[src/rtl/mac_feed_seq.sv]
// Tile buffers plus skewed activation / column-wise weight feed sequencer for an NxN systolic MAC array.
// Optional feature macro MAC_FEED_STALL_EN: stall freezes sequencing and outputs in FEED/DRAIN.
module mac_feed_seq #(
    parameter int unsigned N     = 4,
    parameter int unsigned DW    = 8,
    parameter int unsigned DRAIN = 3
) (
    input  logic                 clock,
    input  logic                 reset,
    input  logic                 wr_en,
    input  logic                 wr_sel,
    input  logic [$clog2(N)-1:0] wr_row,
    input  logic [$clog2(N)-1:0] wr_col,
    input  logic [DW-1:0]        wr_data,
    input  logic                 start,
    input  logic                 stall,
    output logic [N*DW-1:0]      a_feed,
    output logic [N*N*DW-1:0]    w_feed,
    output logic [N-1:0]         w_col_ld,
    output logic                 acc_clr,
    output logic                 busy,
    output logic                 done
);
    localparam int unsigned IW = $clog2(N);
    localparam int unsigned CW = $clog2(2*N - 1 + DRAIN);
    localparam logic [CW-1:0] FEED_LAST  = CW'(2*N - 2);
    localparam logic [CW-1:0] DRAIN_LAST = CW'(2*N - 2 + DRAIN);

    typedef enum logic [1:0] {S_IDLE, S_FEED, S_DRAIN, S_DONE} state_t;

    state_t            state;
    logic [CW-1:0]     cnt;
    logic [DW-1:0]     fbuf [N][N];
    logic [DW-1:0]     wbuf [N][N];
    logic              hold_c;
    logic [CW:0]       diff_c;
    logic [N*DW-1:0]   a_step_c;
    logic [N*N*DW-1:0] w_step_c;
    logic [N-1:0]      ld_step_c;

`ifdef MAC_FEED_STALL_EN
    assign hold_c = stall && (state == S_FEED || state == S_DRAIN);
`else
    logic unused_stall;
    assign unused_stall = stall;
    assign hold_c       = 1'b0;
`endif

    // Feed step t = cnt: lane i takes fbuf[i][t-i] inside the diagonal window; column t of weights loads.
    always_comb begin
        a_step_c  = '0;
        w_step_c  = w_feed;
        ld_step_c = '0;
        diff_c    = '0;
        if (state == S_FEED) begin
            for (int i = 0; i < N; i++) begin
                diff_c = {1'b0, cnt} - (CW+1)'(i);
                if (!diff_c[CW] && (diff_c[CW-1:0] < CW'(N)))
                    a_step_c[i*DW +: DW] = fbuf[i][IW'(diff_c[CW-1:0])];
            end
            for (int c = 0; c < N; c++) begin
                if (cnt == CW'(c)) begin
                    ld_step_c[c] = 1'b1;
                    for (int r = 0; r < N; r++)
                        w_step_c[(r*N + c)*DW +: DW] = wbuf[r][c];
                end
            end
        end
    end

    // State, counter, buffers and registered outputs.
    always_ff @(posedge clock or negedge reset) begin
        if (!reset) begin
            state    <= S_IDLE;
            cnt      <= '0;
            a_feed   <= '0;
            w_feed   <= '0;
            w_col_ld <= '0;
            acc_clr  <= 1'b0;
            busy     <= 1'b0;
            done     <= 1'b0;
            for (int r = 0; r < N; r++) begin
                for (int c = 0; c < N; c++) begin
                    fbuf[r][c] <= '0;
                    wbuf[r][c] <= '0;
                end
            end
        end else begin
            if (state == S_IDLE && wr_en) begin
                if (wr_sel) wbuf[wr_row][wr_col] <= wr_data;
                else        fbuf[wr_row][wr_col] <= wr_data;
            end
            busy     <= (state != S_IDLE);
            done     <= 1'b0;
            acc_clr  <= 1'b0;
            w_col_ld <= '0;
            if (!hold_c) begin
                case (state)
                    S_IDLE: begin
                        if (start) begin
                            state <= S_FEED;
                            cnt   <= '0;
                        end
                    end
                    S_FEED: begin
                        a_feed   <= a_step_c;
                        w_feed   <= w_step_c;
                        w_col_ld <= ld_step_c;
                        acc_clr  <= (cnt == '0);
                        cnt      <= cnt + CW'(1);
                        if (cnt == FEED_LAST) state <= S_DRAIN;
                    end
                    S_DRAIN: begin
                        a_feed <= '0;
                        cnt    <= cnt + CW'(1);
                        if (cnt == DRAIN_LAST) begin
                            state <= S_DONE;
                            cnt   <= '0;
                        end
                    end
                    S_DONE: begin
                        done  <= 1'b1;
                        state <= S_IDLE;
                    end
                    default: state <= S_IDLE;
                endcase
            end
        end
    end
endmodule

[config.mk]
export PLATFORM = sky130hd
export DESIGN_NAME = mac_feed_seq
export DESIGN_NICKNAME = d
export VERILOG_FILES = /design/src/rtl/mac_feed_seq.sv
export SDC_FILE = /design/constraint.sdc
export NUM_CORES = 1
export LEC_CHECK = 0
export CAP_MARGIN = 5
export CORE_MARGIN = 5
export CORE_UTILIZATION = 28
export CTS_CLUSTER_SIZE = 28
export DETAILED_ROUTE_END_ITERATION = 8
export PLACE_DENSITY = 0.57
export SYNTH_ARGS = -nofsm -noshare
export SYNTH_HDL_FRONTEND = slang
export SYNTH_SLANG_ARGS = --single-unit
export TNS_END_PERCENT = 30
[constraint.sdc]
create_clock -name clock -period 6.47 [get_ports clock]
set_input_delay 1.294 -clock clock [delete_from_list [all_inputs] [get_ports clock]]
set_output_delay 1.294 -clock clock [all_outputs]
set_load 0.01 [all_outputs]
==> flow_metrics.tcl <==
set metrics [dict create \
    result_of_the_run "complete, no violations" \
    timing.critical_path.to_type "flop" \
    maxCapViolCount 0 \
    setup_tns_ns 0 \
    syn_inst 1105 \
    dieWidth_um 258 \
    max-slew-margin-rel_pct 33.1 \
    placeableCoreArea_mm2 0.0615 \
    clk-insertion-delay-late_ns 0.59 \
    timing.rr.end "w_feed[124]" \
    via_count_of_the_first_global_routing_pass 10848 \
    synth_top_cell_by_area "sky130_fd_sc_hd__dfrtp_1" \
    floorplan.initialDensity_pct 28.1 \
    vias 9695 \
    crit_fanout 8 \
    drc 0 \
    postSynthRegisterBits 428 \
    cts_tree "done" \
    antenna_violations_before_repair 2 \
    synthesis.yosys.warnings 0 \
    timing.hold.worst.class "reg -> reg" \
    top_level_ports 185 \
    die_area_mm2 0.0668 \
    synthArstFlopShare_pct 100 \
    drive_above_1_share_pct 42.2 \
    final-setup-viol-count 0 \
    unique_masters_post_synth 42 \
    count_of_instances_resized_after_the_clock_tree_is_built 0 \
    syn-mean-instance-area_um2 15.6 \
    synth_flop_cell "sky130_fd_sc_hd__dfrtp_1" \
    hold_start "wbuf[107]" \
    ff2ff_setup_slack_ns 3.66 \
    worstHoldEndpoint "w_feed[19]" \
    detailedPlacementHpwl_um 26900 \
    viasPerCell 4.59 \
    critPathArrivalTime_ns 3.62 \
    cts-root-to-sink-buffers 3 \
    finish.net_count 1314 \
    crit-reg2reg-launch "cnt[0]" \
    finalHoldViolations 0 \
    port_buffers 183 \
    floorplan.die.height_um 258 \
    cts_root_buffer "sky130_fd_sc_hd__clkbuf_16" \
    numCtsBuffers 48 \
    place_congestion 0.715 \
    setup.worst_path.start_class "input port" \
    worstMarginPinSlew_ns 1.00 \
    numClockSinks 428 \
    ir_drop_mv 0.201 \
    timing.clock.skew_ns 0.0320 \
    report.final.slew_viol_count 0 \
    fmax_mhz 314 \
    gr-total-overflow 0 \
    p_leak_nw 9.95 \
    grt_start_max_net_pins 133 \
    netlist_top_cells_area "sky130_fd_sc_hd__dfrtp_1 (62%), sky130_fd_sc_hd__mux2_2 (25%), sky130_fd_sc_hd__mux4_2 (4.2%)" \
    post-route-min-period_ns 3.18 \
    synth-edff-count 0 \
    power.density_mw_per_mm2 409 \
    wl_um 43400 \
    worstPathRequired_ns 6.91 \
    crit_type "in -> reg" \
    cts.clk_slew.worst_paths_ns 0.06 \
    finalCritPeriodShare_pct 49.2 \
    totalPowerFinal_mw 8.82 \
    drt_pre_antenna_iters 4 \
    grt.total_usage_pct 13.1 \
    ys_seq_area_share_pct 61.9 \
    setup_repair_after_global_routing_missed_its_margin "false" \
    htree_num_levels 2 \
    row_count 91 \
    reg2reg_depth 4 \
    wl_per_instance_um 20.6 \
    synth_largest_type_area_fraction_pct 61.9 \
    drt_first_iter_violations 521 \
    holdBufCountCts 0 \
    route.antenna.remaining_nets 0 \
    global_route_wire_length_before_repair_um 67900 \
    syn_nets 1137 \
    worstHoldPathCells 1 \
    total_standard_cell_area_after_synthesis_mm2 0.0173 \
    areaGrowthSynthToFinish_pct 24.8 \
    post_cts.repair.setup_buffers 0 \
]
[synthesized netlist by cell type (4+ instances only)]
| cell | instances |
|---|---|
| sky130_fd_sc_hd__mux2_4 | 8 |
| sky130_fd_sc_hd__clkbuf_1 | 45 |
| sky130_fd_sc_hd__inv_1 | 33 |
| sky130_fd_sc_hd__nand2b_1 | 4 |
| sky130_fd_sc_hd__o22ai_1 | 17 |
| sky130_fd_sc_hd__mux2_2 | 377 |
| sky130_fd_sc_hd__nor2b_1 | 19 |
| sky130_fd_sc_hd__nand2_1 | 17 |
| sky130_fd_sc_hd__ha_1 | 14 |
| sky130_fd_sc_hd__buf_2 | 17 |
| sky130_fd_sc_hd__o21ai_0 | 4 |
| sky130_fd_sc_hd__a31o_2 | 16 |
| sky130_fd_sc_hd__dfrtp_1 | 428 |
| sky130_fd_sc_hd__nor2_1 | 12 |
| sky130_fd_sc_hd__nor2_2 | 21 |
| sky130_fd_sc_hd__mux4_2 | 32 |
[critical path, stage by stage]
cell	delay (ns)
sky130_fd_sc_hd__clkdlybuf4s50_1	0.55
sky130_fd_sc_hd__nand2b_1	0.57
sky130_fd_sc_hd__nor2_1	0.79
sky130_fd_sc_hd__mux2_2	0.41
[sequential cells by signal, indices dropped and copies added (netlist names)]
register / count
fbuf: 128
w_feed: 128
wbuf: 128
a_feed: 32
cnt: 4
w_col_ld: 4
state: 2
busy: 1
done: 1
[power breakdown]
group | internal (mW) | total [mW] | switching (mW) | leakage [nW]
logic | 1.27 | 2.29 | 1.02 | 3.31
registers | 3.37 | 3.72 | 0.351 | 5.83
clock network | 1.69 | 2.81 | 1.12 | 0.809
total | 6.33 | 8.82 | 2.49 | 9.95
[layer usage]
layer / vias to the layer above / part of all wire (%) / GRT usage, %
met2: 192 / 48 / 21.8
met1: 5162 / 43 / 16.7
met4: 0 / 2.1 / 3.19
met3: 66 / 6.9 / 4.19
met5: - / 0 / 0
li1: 4275 / - / -
[logic make-up after synthesis]
family / after synthesis / synth area share [%]
AO/OA/AOI/OAI: 46 / 1.95
XOR/XNOR: 3 / 0.152
adder cells (fa/ha/maj): 14 / 1.01
buffers and inverters: 99 / 2.34
flip-flops: 428 / 61.9
multiplexers: 417 / 29.4
AND/OR/NAND/NOR: 98 / 3.18
[per-stage QoR]
step	hold slack [ns]	worst slack, ns	instances	area (um^2)	utilization, %
6_report	0.480	3.29	2112	21600	35.1
5_1_grt	0.503	3.21	2108	21600	35.1
4_1_cts	0.465	3.23	2108	21600	35.1
3_5_place_dp	0.488	2.58	2022	19900	32.4
3_3_place_gp	0.482	2.67	2022	19900	32.4
2_1_floorplan	0.474	3.63	1105	17300	-
[layout make-up]
cell class	instances	area (um^2)
diodes	4	10.0
inverters	33	124
clock inverters	18	275
clock buffers	68	1380
flip-flops and latches	428	10700
fillers	5926	39900
multi-input cells	578	6180
repair buffers	193	1910
well taps	790	988
[worst max-delay path by stage]
stage,start,end,slack (ns),cells after the start
floorplan,cnt[1],a_feed[15],3.63,8
global placement,wr_col[1],fbuf[85],2.67,4
detailed placement,wr_col[1],fbuf[83],2.58,4
CTS,wr_col[1],fbuf[85],3.23,4
global route,wr_col[1],fbuf[85],3.21,4
finish,wr_col[1],fbuf[85],3.29,4
[cells in the final DEF (no fill, tap or decap), types with 5 or more instances in the layout]
cell type                         instances
sky130_fd_sc_hd__ha_1                    14
sky130_fd_sc_hd__nand2_1                 17
sky130_fd_sc_hd__o22ai_1                 17
sky130_fd_sc_hd__mux2_2                 377
sky130_fd_sc_hd__a31o_2                  16
sky130_fd_sc_hd__nor2_1                  12
sky130_fd_sc_hd__bufinv_16                5
sky130_fd_sc_hd__mux4_2                  32
sky130_fd_sc_hd__clkbuf_1                10
sky130_fd_sc_hd__dfrtp_1                427
sky130_fd_sc_hd__mux2_4                   8
sky130_fd_sc_hd__nor2b_1                 19
sky130_fd_sc_hd__clkinv_2                 8
sky130_fd_sc_hd__clkbuf_16               48
sky130_fd_sc_hd__clkbuf_8                10
sky130_fd_sc_hd__nor2_2                  21
sky130_fd_sc_hd__clkdlybuf4s50_1        176
sky130_fd_sc_hd__buf_2                    6
sky130_fd_sc_hd__buf_4                    8
sky130_fd_sc_hd__inv_1                   33
(Power assumes the default switching activity.)
==> RTL edit (same settings) <==
Add a define of `MAC_FEED_STALL_EN`.
--- a/src/rtl/mac_feed_seq.sv
+++ b/src/rtl/mac_feed_seq.sv
@@ -1,4 +1,6 @@
 // Tile buffers plus skewed activation / column-wise weight feed sequencer for an NxN systolic MAC array.
 // Optional feature macro MAC_FEED_STALL_EN: stall freezes sequencing and outputs in FEED/DRAIN.
+`define MAC_FEED_STALL_EN
+
 module mac_feed_seq #(
     parameter int unsigned N     = 4,
Function: not settled (the Yosys comparison gave no result); the edit may change what the design does.
==> RTL edit against the original RTL <==
Global-route usage increased by 0.057 points; clock skew decreased by 11 ps; combinational power decreased by 8%; largest power group unchanged; cell area increased by 0.67%; total power decreased by 3.2%; highest routed layer is now met5; sequential cell count unchanged; die area increased by 0.59%; wire length increased by 1.9%; setup slack got worse by 140 ps; critical endpoint is now wbuf[110]; area after synthesis increased by 0.62%; critical path type unchanged; non-clock buffer count increased by 3.
==> RTL edit: results (changes against the original RTL) <==
Pin count of the biggest net entering global routing: 151 (+14%)
Final Skew: 21.23 ps (-10.77 ps)
Least-Margin Pin Slew: 1019 ps (+14.73 ps)
Drt via density: 4.482 (-2.4%)
Final #Nets: 1327 (+0.99%)
Detailed Route WL: 44.27 mm (+1.9%)
Layout cell share with drive strength beyond 1: 41.14% (-1.0 points)
Clk slew on worst S/H paths: 60 ps (about the same)
Outcome: completed
Routability cong.: 0.7341 (+2.6%)
Metal-1 WL: 19.23 mm (+2.6%)
Cell variety after synth: 47 (+12%)
Seq/Total Area, Yosys: 61.57% (-0.38 points)
Req. time, crit path: 6930 ps (+20 ps)
Buffers on Ports: 184 (+0.55%)
Met3 wire length: 3.698 mm (+23%)
Period minus WS final: 3319 ps (+136.4 ps)
Worst slack, placed: 2569 ps (-13.73 ps)
Vias in the first global route: 10630 (-2.0%)
Cells after Synth: 1119 (+1.3%)
Max layer used: met5
Fraction of registers with async set or reset after synthesis: 100.0% (unchanged)
Peak fanout along the critical path: 13 (+5)
GRT Util Overall: 13.15% (+0.057 points)
Initial DRC Count: 417 (-20%)
CTS buffer count: 49 (+2.1%)
Post-Syn Nets: 1151 (+1.2%)
Commonest cells in the synthesized netlist: 428 x dfrtp_1, 369 x mux2_2, 47 x clkbuf_1, 46 x nand2_1, 32 x mux4_2
First-pass GRT wire length: 68.00 mm (about the same)
Inst Count DP: 2081 (+2.9%)
Pleak: 0.01016 uW (+2.1%)
Metal2 WL: 20.47 mm (-1.6%)
Initial antenna violation count: 3 (+1)
DP HPWL: 27.94 mm (+3.9%)
-- RTL edit: cell types whose count changed after synthesis, sizes merged, moves of 7 or more --
| cell | before | now |
|---|---|---|
| a22o | 0 | 9 |
| nor2b | 19 | 1 |
| o21ai | 4 | 18 |
| nand2 | 18 | 48 |
| nor2 | 33 | 26 |
| o22ai | 17 | 0 |
| a31o | 16 | 1 |
| o31ai | 0 | 8 |
-- RTL edit: layer usage --
| layer | track usage, % | vias to the layer above |
|---|---|---|
| met5 | 0 | - |
| met4 | 3.567 | 2 |
| met3 | 4.824 | 54 |
| met2 | 20.90 | 201 |
| met1 | 17.07 | 5161 |
| li1 | - | 4312 |
-- RTL edit: area by class of cell --
cell class	instances	area [um2]
fillers	5880	39880
flip-flops and latches	428	10710
multi-input cells	591	6262
repair buffers	196	1937
clock buffers	67	1364
well taps	837	1047
clock inverters	21	284.0
inverters	29	108.9
diodes	2	5.005
-- RTL edit: worst max-delay path: cells and delay by family --
| family | cells | cell delay (ps) |
|---|---|---|
| AND/OR/NAND/NOR | 3 | 1370 |
| buffers and inverters | 1 | 690 |
| multiplexers | 1 | 420 |
-- RTL edit: worst paths after layout --
path / start / to / slack, ps / depth (start not counted)
max: wr_col[1] / wbuf[110] / 3150 / 5
min: a_feed[17] / a_feed[17] / 480 / 2
max reg2reg: cnt[0] / a_feed[27] / 3600 / 6
min reg2reg: a_feed[17] / a_feed[17] / 480 / 2
max in group asynchronous: reset / wbuf[119] / 4310 / 2
min in group asynchronous: reset / w_feed[84] / 760 / 1
-- RTL edit: stage by stage --
stage | total power [uW] | util, % | instance area [um2]
finish | 8541 | 35.26 | 21720
global route | 9011 | 35.25 | 21710
CTS | 8701 | 35.25 | 21710
detailed placement | 5795 | 32.58 | 20070
global placement | 5737 | 32.58 | 20070
floorplan | 4788 | - | 17400
-- RTL edit: power by group --
part | switching (uW) | total (uW) | leakage, uW | internal [uW]
clock | 1120 | 2830 | 0.000815 | 1720
combinational | 950 | 2110 | 0.00347 | 1160
sequential | 324 | 3600 | 0.00587 | 3270
-- RTL edit: kinds of logic after synthesis --
family,Yosys count,synth area share [%]
buffers and inverters,100,2.496
and+or+nand+nor,110,3.582
DFF,428,61.57
xor gates and xnor gates,2,0.1007
AOI/OAI and AO/OA,48,1.834
muxes,417,29.41
adders and majority gates,14,1.007
